--- src/rtl/uproc_pkg.sv ---
// rtl/uproc_pkg.sv - shared types and defaults for the call/return stack sequencer
package uproc_pkg;

    typedef enum logic [1:0] {
        ST_IDLE     = 2'd0,
        ST_POP      = 2'd1,
        ST_LOAD_RET = 2'd2
    } state_t;

    localparam int         UPROC_AW         = 8;
    localparam logic [7:0] UPROC_IRQ_VECTOR = 8'hF0;

endpackage

--- src/rtl/stack_sequencer.sv ---
// rtl/stack_sequencer.sv - CALL/RET/IRQ control FSM in front of a flagless call/return stack
module stack_sequencer
    import uproc_pkg::*;
#(
    parameter int            DEPTH      = 16,
    parameter int            AW         = UPROC_AW,
    parameter logic [AW-1:0] IRQ_VECTOR = AW'(UPROC_IRQ_VECTOR)
) (
    input  logic                         nclk,
    input  logic                         nreset,
    input  logic                         call_req,
    input  logic                         ret_req,
    input  logic                         irq_req,
    input  logic [AW-1:0]                call_target,
    input  logic [AW-1:0]                pc_ret,
    input  logic [AW-1:0]                stk_top,
    output logic                         stk_push,
    output logic                         stk_pop,
    output logic [AW-1:0]                stk_data,
    output logic                         pc_load,
    output logic [AW-1:0]                pc_next,
    output logic                         busy,
    output logic                         in_isr,
    output logic [$clog2(DEPTH+1)-1:0]   depth,
    output logic                         err_ovf,
    output logic                         err_unf,
    input  logic                         err_clr
);

    localparam int            DW        = $clog2(DEPTH + 1);
    localparam logic [DW-1:0] DEPTH_MAX = DW'(DEPTH);

    state_t        r_state;
    logic          r_stk_push;
    logic          r_stk_pop;
    logic [AW-1:0] r_stk_data;
    logic          r_pc_load;
    logic [AW-1:0] r_pc_next;
    logic          r_busy;
    logic          r_in_isr;
    logic [DW-1:0] r_depth;
    logic          r_err_ovf;
    logic          r_err_unf;

    logic w_idle_ok;
    logic w_irq_sel;
    logic w_call_sel;
    logic w_ret_sel;
    logic w_full;
    logic w_empty;
    logic w_push_go;
    logic w_pop_go;
    logic w_ovf_set;
    logic w_unf_set;

    // r_busy is still high for the cycle after LOAD_RET, so requests are only taken once it drops
    assign w_idle_ok  = (r_state == ST_IDLE) && !r_busy;
    assign w_irq_sel  = w_idle_ok && irq_req && !r_in_isr;
    assign w_call_sel = w_idle_ok && !w_irq_sel && call_req;
    assign w_ret_sel  = w_idle_ok && !w_irq_sel && !call_req && ret_req;

    assign w_full     = (r_depth == DEPTH_MAX);
    assign w_empty    = (r_depth == '0);
    assign w_push_go  = (w_irq_sel || w_call_sel) && !w_full;
    assign w_ovf_set  = (w_irq_sel || w_call_sel) && w_full;
    assign w_pop_go   = w_ret_sel && !w_empty;
    assign w_unf_set  = w_ret_sel && w_empty;

    always_ff @(negedge nclk or negedge nreset) begin
        if (!nreset) begin
            r_state    <= ST_IDLE;
            r_stk_push <= 1'b0;
            r_stk_pop  <= 1'b0;
            r_stk_data <= '0;
            r_pc_load  <= 1'b0;
            r_pc_next  <= '0;
            r_busy     <= 1'b0;
            r_in_isr   <= 1'b0;
            r_depth    <= '0;
            r_err_ovf  <= 1'b0;
            r_err_unf  <= 1'b0;
        end else begin
            r_stk_push <= w_push_go;
            r_stk_pop  <= w_pop_go;
            r_pc_load  <= w_push_go || (r_state == ST_LOAD_RET);
            r_busy     <= w_pop_go || (r_state == ST_POP) || (r_state == ST_LOAD_RET);

            case (r_state)
                ST_IDLE:     r_state <= w_pop_go ? ST_POP : ST_IDLE;
                ST_POP:      r_state <= ST_LOAD_RET;
                ST_LOAD_RET: r_state <= ST_IDLE;
                default:     r_state <= ST_IDLE;
            endcase

            if (w_push_go) begin
                r_stk_data <= pc_ret;
                r_pc_next  <= w_irq_sel ? IRQ_VECTOR : call_target;
                r_depth    <= r_depth + DW'(1);
            end else if (w_pop_go) begin
                r_depth    <= r_depth - DW'(1);
            end else if (r_state == ST_LOAD_RET) begin
                r_pc_next  <= stk_top;
            end

            if (w_irq_sel && !w_full) begin
                r_in_isr <= 1'b1;
            end else if (r_state == ST_LOAD_RET) begin
                r_in_isr <= 1'b0;
            end

            // a same-cycle error set takes precedence over err_clr
            if (w_ovf_set) begin
                r_err_ovf <= 1'b1;
            end else if (err_clr) begin
                r_err_ovf <= 1'b0;
            end

            if (w_unf_set) begin
                r_err_unf <= 1'b1;
            end else if (err_clr) begin
                r_err_unf <= 1'b0;
            end
        end
    end

    assign stk_push = r_stk_push;
    assign stk_pop  = r_stk_pop;
    assign stk_data = r_stk_data;
    assign pc_load  = r_pc_load;
    assign pc_next  = r_pc_next;
    assign busy     = r_busy;
    assign in_isr   = r_in_isr;
    assign depth    = r_depth;
    assign err_ovf  = r_err_ovf;
    assign err_unf  = r_err_unf;

endmodule

--- config.mk ---
export PLATFORM = sky130hd
export DESIGN_NAME = stack_sequencer
export DESIGN_NICKNAME = d
export VERILOG_FILES = /design/src/rtl/uproc_pkg.sv /design/src/rtl/stack_sequencer.sv
export SDC_FILE = /design/constraint.sdc
export NUM_CORES = 1
export LEC_CHECK = 0
export BUFFER_PORTS_ARGS = -buffer_cell sky130_fd_sc_hd__buf_2
export CAP_MARGIN = 20
export CORE_ASPECT_RATIO = 1.75
export CORE_MARGIN = 2
export CORE_UTILIZATION = 36
export CTS_CLUSTER_SIZE = 10
export DETAILED_ROUTE_END_ITERATION = 10
export MAX_ROUTING_LAYER = met4
export PLACE_DENSITY = 0.65
export SLEW_MARGIN = 30
export SYNTH_ARGS = -nofsm -noshare
export SYNTH_HDL_FRONTEND = slang
export SYNTH_SLANG_ARGS = --single-unit
--- constraint.sdc ---
create_clock -name nclk -period 2.5 [get_ports nclk]
set_input_delay 0.25 -clock nclk [delete_from_list [all_inputs] [get_ports nclk]]
set_output_delay 0.25 -clock nclk [all_outputs]
set_load 0.005 [all_outputs]
==> reports/results.tsv, run 1 <==
metric	value	unit
critical path arrival	1.66	ns
Cell Area, Synth	1390	um2
Post-Synthesis Cells	125	
met2 WL	1910	um
H-Tree Depth	2	
Final Net Count	234	
CP cell instances	buf_6, nor2b_4, o221ai_4, fa_2, a21o_1, a21oi_2, mux2i_1, xnor2_1	
Layout Area Growth over Synthesis	42.2	%
die footprint	4410	um2
Ys Warns	0	
Yosys reg bits	30	
Clock Skew	0.00282	ns
# Max-Cap Violations	0	
Fin. Hold Viols	0	
initial antenna violation count	0	
Initial Util	38.0	%
final worst slack	-0.282	ns
Slew Viols, Final	0	
post-synthesis async set-or-reset flop share	100	%
Primary FF master, synth	dfrtn_1	
post-synthesis sequential area ratio	53.9	%
ANT cells	0	
core area	3660	um2
TritonCTS clock tree	yes	
Worst path slowest cell	fa_2	
failing checks	setup timing	
Clk Latency, worst-skew pair	0.29	ns
Slew headroom	54.5	%
Routed Antenna Nets	0	
Slew @ Worst Pin	0.683	ns
vias in the first global route	1269	
hold-fix buffers at CTS	0	
Syn Nets	159	
clock sink total	30	
top-area cell type share of the netlist area	53.9	%
status	finished with violations	
Num CTS Buffers	5	
met3 WL	159	um
first-pass GRT wire length	5660	um
Synth area leader	dfrtn_1	
worst min-delay path class	reg2reg	
first drt pass iteration count	4	
count leader, synth	dfrtn_1	
overflow left after global routing	0	
DR WL/cell	13.6	um
met1 wire length	1220	um
overall routed net length	3350	um
largest cells by area after synthesis	dfrtn_1 (54%), nand2_1 (7.3%), mux2i_1 (6.5%)	
Die Span Y	86.3	um
vias per inst	4.81	
Reg area	751	um2
kind of cell adding the most delay to the critical path	compound AO/OA/AOI/OAI gates	
Setup crit end kind	register	
largest incremental delay on the critical path	0.39	ns
crit-path max FO	5	
crit path buf inv count	1	
maximum vdd drop	0.000740	V
Filler cells	333	
top sig layer	met4	
multi-input combinational cell area	642	um2
Post-synth top cells	dfrtn_1 (30), nand2_1 (27), mux2i_1 (9), a21oi_1 (6), nand3_1 (5)	
crit start category	primary input	
PwrDens	1380	nW/um2
Global Route Usage Sum	17.8	%
critical path required time	1.38	ns
Die W	51.0	um
leak pwr	1.07	nW
kind of critical path	in2reg	
Core Rows	29	
setup TNS	-0.813	ns
final core occ	54.1	%
distinct cell type count after synthesis	36	
clock root buffer	clkbuf_8	
IO Port Bufs	57	
EDFF count, synth	0	
Iter 0 DRT Violations	29	
Post-DP HPWL	2660	um
DRC viols	0	
syn avg cell area	11.2	um2
pin count of the biggest net entering global routing	31	
Final Wtd Congestion	0.751	
num ports	58	
layout cell share with drive strength beyond 1	48.3	%
via count	1188	
deepest clock path buffer count	2	
final setup fails	5	
Reg clk slew, reported paths	0.05	ns
RSZ-0062 raised after global routing	true	
## timing repair
item                       CTS  global route
pin swaps                    0             1
gates resized for setup      5             4
buffers inserted             1             0
setup endpoints to repair    5             8
## final timing paths
path,from,to,slack [ns],cells after the start
hold reg to reg,stk_data[4]$_DFFE_NN0P_,stk_data[4]$_DFFE_NN0P_,0.43,2
setup reg to reg,depth[1]$_DFFE_NN0P_,depth[3]$_DFFE_NN0P_,0.20,7
min in group asynchronous,nreset,depth[0]$_DFFE_NN0P_,1.11,2
max in group asynchronous,nreset,stk_data[0]$_DFFE_NN0P_,1.07,2
hold / removal,stk_data[4]$_DFFE_NN0P_,stk_data[4]$_DFFE_NN0P_,0.43,2
setup / recovery,irq_req,depth[4]$_DFFE_NN0P_,-0.28,8
## where the power goes
part | leakage [nW] | switching (mW) | internal [mW]
registers | 0.367 | 0.139 | 0.725
clock network | 0.0472 | 0.188 | 0.221
logic | 0.652 | 0.688 | 0.770
## cell type report
type / instances / share of cell area, %
timing repair buffer: 72 / 20.8
clock inverter: 2 / 0.631
sequential: 30 / 37.9
inverter: 6 / 1.26
multi-input combinational: 85 / 32.4
clock buffer: 6 / 4.17
tap: 46 / 2.90
## metrics by stage
stage	std cells	hold slack, ns	area (um2)	setup WS, ns	total power [mW]
3_3_place_gp	239	0.417	1860	-0.556	2.21
2_1_floorplan	125	0.409	1440	-0.680	1.72
4_1_cts	248	0.436	1980	-0.306	2.77
5_1_grt	247	0.465	1980	-0.341	2.96
6_report	247	0.425	1980	-0.282	2.73
3_5_place_dp	239	0.428	1860	-0.628	2.27
## routing by layer
layer  vias up  GRT usage, %
met5         -             -
met1       568          18.2
li1        578             -
met3         6          3.79
met2        36          31.9
met4         0          7.37
## worst register-to-register path: stages (launching register included)
cell,delay (ns)
dfrtn_1,0.35
or4_4,0.59
o221ai_4,0.28
ha_1,0.29
a21o_2,0.19
a21oi_2,0.12
xnor2_1,0.07
mux2_4,0.25
## sequential cells by signal (all words and copies together) (netlist names)
| register | count |
|---|---|
| pc_next | 8 |
| stk_data | 8 |
| depth | 5 |
| r_state | 2 |
| busy | 1 |
| err_ovf | 1 |
| err_unf | 1 |
| in_isr | 1 |
| pc_load | 1 |
| stk_pop | 1 |
| stk_push | 1 |
## cells in the final DEF (no fill, tap or decap), drive strengths merged, types with 2 or more instances in the layout
cell type,instances
xor2,2
nor3,5
ha,3
o21ai,5
a21o,2
buf,72
mux2i,9
clkbuf,6
dfrtn,30
nand2,28
mux2,3
nand3,5
a21oi,6
inv,6
nor2b,2
xnor2,2
## logic make-up (layout without fill, tap and decap cells)
| family | count (synthesis) | in the layout | synth area share, % |
|---|---|---|---|
| AND/OR/NAND/NOR | 47 | 47 | 16.4 |
| flip-flops | 30 | 30 | 53.9 |
| AO/OA/AOI/OAI | 18 | 18 | 10.6 |
| multiplexers | 12 | 12 | 8.89 |
| buffers and inverters | 10 | 86 | 3.59 |
| adder cells (fa/ha/maj) | 4 | 4 | 4.13 |
| XOR/XNOR | 4 | 4 | 2.51 |
No activity file was read; power rests on OpenSTA's default activity.
==> inputs of run 2 (changes only) <==
==> constraint.sdc (replaced) <==
create_clock -name nclk -period 2.5 [get_ports nclk]
set_input_delay 0 -clock nclk [delete_from_list [all_inputs] [get_ports nclk]]
set_output_delay 0 -clock nclk [all_outputs]
set_load 0.005 [all_outputs]
==> reports/results.tsv, run 2 (synthesis gave the netlist of run 1 again) <==
metric	value	unit
Post-DP HPWL	2740	um
failing checks	setup timing	
final setup fails	3	
Routed Antenna Nets	0	
ANT cells	0	
most frequent cells in the layout	buf_2 (56), dfrtn_1 (30), nand2_1 (27)	
CP cell instances	buf_6, nor2b_4, o221ai_4, fa_2, a21o_1, a21oi_2, mux2i_1, xnor2_1	
overall routed net length	3580	um
leak pwr	1.07	nW
Combinational Power Share	49.3	%
Net Sw Frac	35.6	%
die footprint	4410	um2
PwrDens	1470	nW/um2
Reg clk slew, reported paths	0.05	ns
layout cell share with drive strength beyond 1	46.5	%
Filler cells	338	
leading cell type in the layout, fill and taps excluded	buf_2	
TritonCTS clock tree	yes	
DR WL/cell	14.7	um
Initial Util	38.0	%
num ports	58	
Design Area, Final	1990	um2
critical path arrival	1.47	ns
via count	1174	
R2R setup slack	0.14	ns
Clk Latency, worst-skew pair	0.29	ns
Die W	51.0	um
Sequential Power Share	29.7	%
final worst slack	-0.0844	ns
Slew headroom	55.2	%
Worst path slowest cell	fa_2	
Fin. Hold Viols	0	
Die Span Y	86.3	um
Slew @ Worst Pin	0.672	ns
deepest clock path buffer count	2	
multi-input combinational cell area	631	um2
core area	3660	um2
crit start category	primary input	
# Max-Cap Violations	0	
critical path required time	1.38	ns
Slew Viols, Final	0	
Setup crit end kind	register	
Clock Skew	0.00715	ns
Final Net Count	231	
crit-path max FO	5	
DRC viols	0	
first-pass GRT wire length	5890	um
clock root buffer	clkbuf_8	
Final Wtd Congestion	0.735	
Global Route Usage Sum	18.7	%
initial antenna violation count	0	
hold depth	2	
RSZ-0062 raised after global routing	true	
final core occ	54.2	%
H-Tree Depth	2	
Num CTS Buffers	5	
switching power	1.04	mW
status	finished with violations	
IO Port Bufs	57	
dpl ws	-0.394	ns
overflow left after global routing	0	
pin count of the biggest net entering global routing	31	
worst min-delay path class	reg2reg	
largest incremental delay on the critical path	0.38	ns
Iter 0 DRT Violations	26	
internal power	1.88	mW
Min Hold Slack	0.421	ns
Core Rows	29	
worst reg-to-reg path cell count	7	
kind of critical path	in2reg	
Placed Instance Area	1830	um2
first drt pass iteration count	3	
hold-fix buffers at CTS	0	
maximum vdd drop	0.000715	V
clock sink total	30	
vias in the first global route	1254	
Reg area	751	um2
Clock power frac	20.9	%
Layout Area Growth over Synthesis	42.5	%
vias per inst	4.81	
## run 2: worst paths after layout
check,startpoint,to
max,irq_req,depth[4]$_DFFE_NN0P_
min,stk_data[1]$_DFFE_NN0P_,stk_data[1]$_DFFE_NN0P_
max reg2reg,depth[1]$_DFFE_NN0P_,depth[3]$_DFFE_NN0P_
min reg2reg,stk_data[1]$_DFFE_NN0P_,stk_data[1]$_DFFE_NN0P_
max in group asynchronous,nreset,depth[3]$_DFFE_NN0P_
min in group asynchronous,nreset,err_ovf$_DFFE_NN0P_
## run 2: per-stage QoR
| stage | TNS (ns) | power, mW | std cells |
|---|---|---|---|
| 2_1_floorplan | -1.28 | 1.72 | 125 |
| 3_3_place_gp | -0.990 | 2.19 | 235 |
| 3_5_place_dp | -1.28 | 2.27 | 235 |
| 4_1_cts | -0.157 | 2.91 | 243 |
| 5_1_grt | -0.385 | 3.14 | 244 |
| 6_report | -0.178 | 2.92 | 244 |
## run 2: layout make-up
type	count	area share (%)
repair buffers	69	19.2
clock inverters	2	3.02
flip-flops and latches	30	37.8
inverters	6	1.13
well taps	46	2.90
clock buffers	6	4.16
multi-input cells	85	31.8
## run 2: critical path, delay by kind of cell
| kind | cells | cell delay, ns |
|---|---|---|
| adders and majority gates | 1 | 0.38 |
| xor gates and xnor gates | 1 | 0.09 |
| and+or+nand+nor | 1 | 0.16 |
| muxes | 1 | 0.27 |
| AOI/OAI and AO/OA | 3 | 0.49 |
| buffers and inverters | 1 | 0.07 |
## run 2: what timing repair did
action / CTS / global route
endpoints found under the setup margin: 2 / 3
buffers inserted: 0 / 1
gates resized for setup: 1 / 1
## run 2: power by group through the flow
stage	clock, mW	sequential [mW]	combinational, mW
after floorplan	0	0.905	0.820
after global placement	0	0.858	1.33
after detailed placement	0	0.870	1.40
after CTS	0.615	0.868	1.43
after global routing	0.642	0.895	1.61
final	0.612	0.868	1.44
## run 2: layer usage
metal  wire length (um)  up-vias  global-route usage (%)
li1                   -      566                       -
met1               1270      567                    18.6
met2               2100       36                    34.1
met3                155        5                    4.66
met4                 53        0                    6.63
met5                  0        -                       -
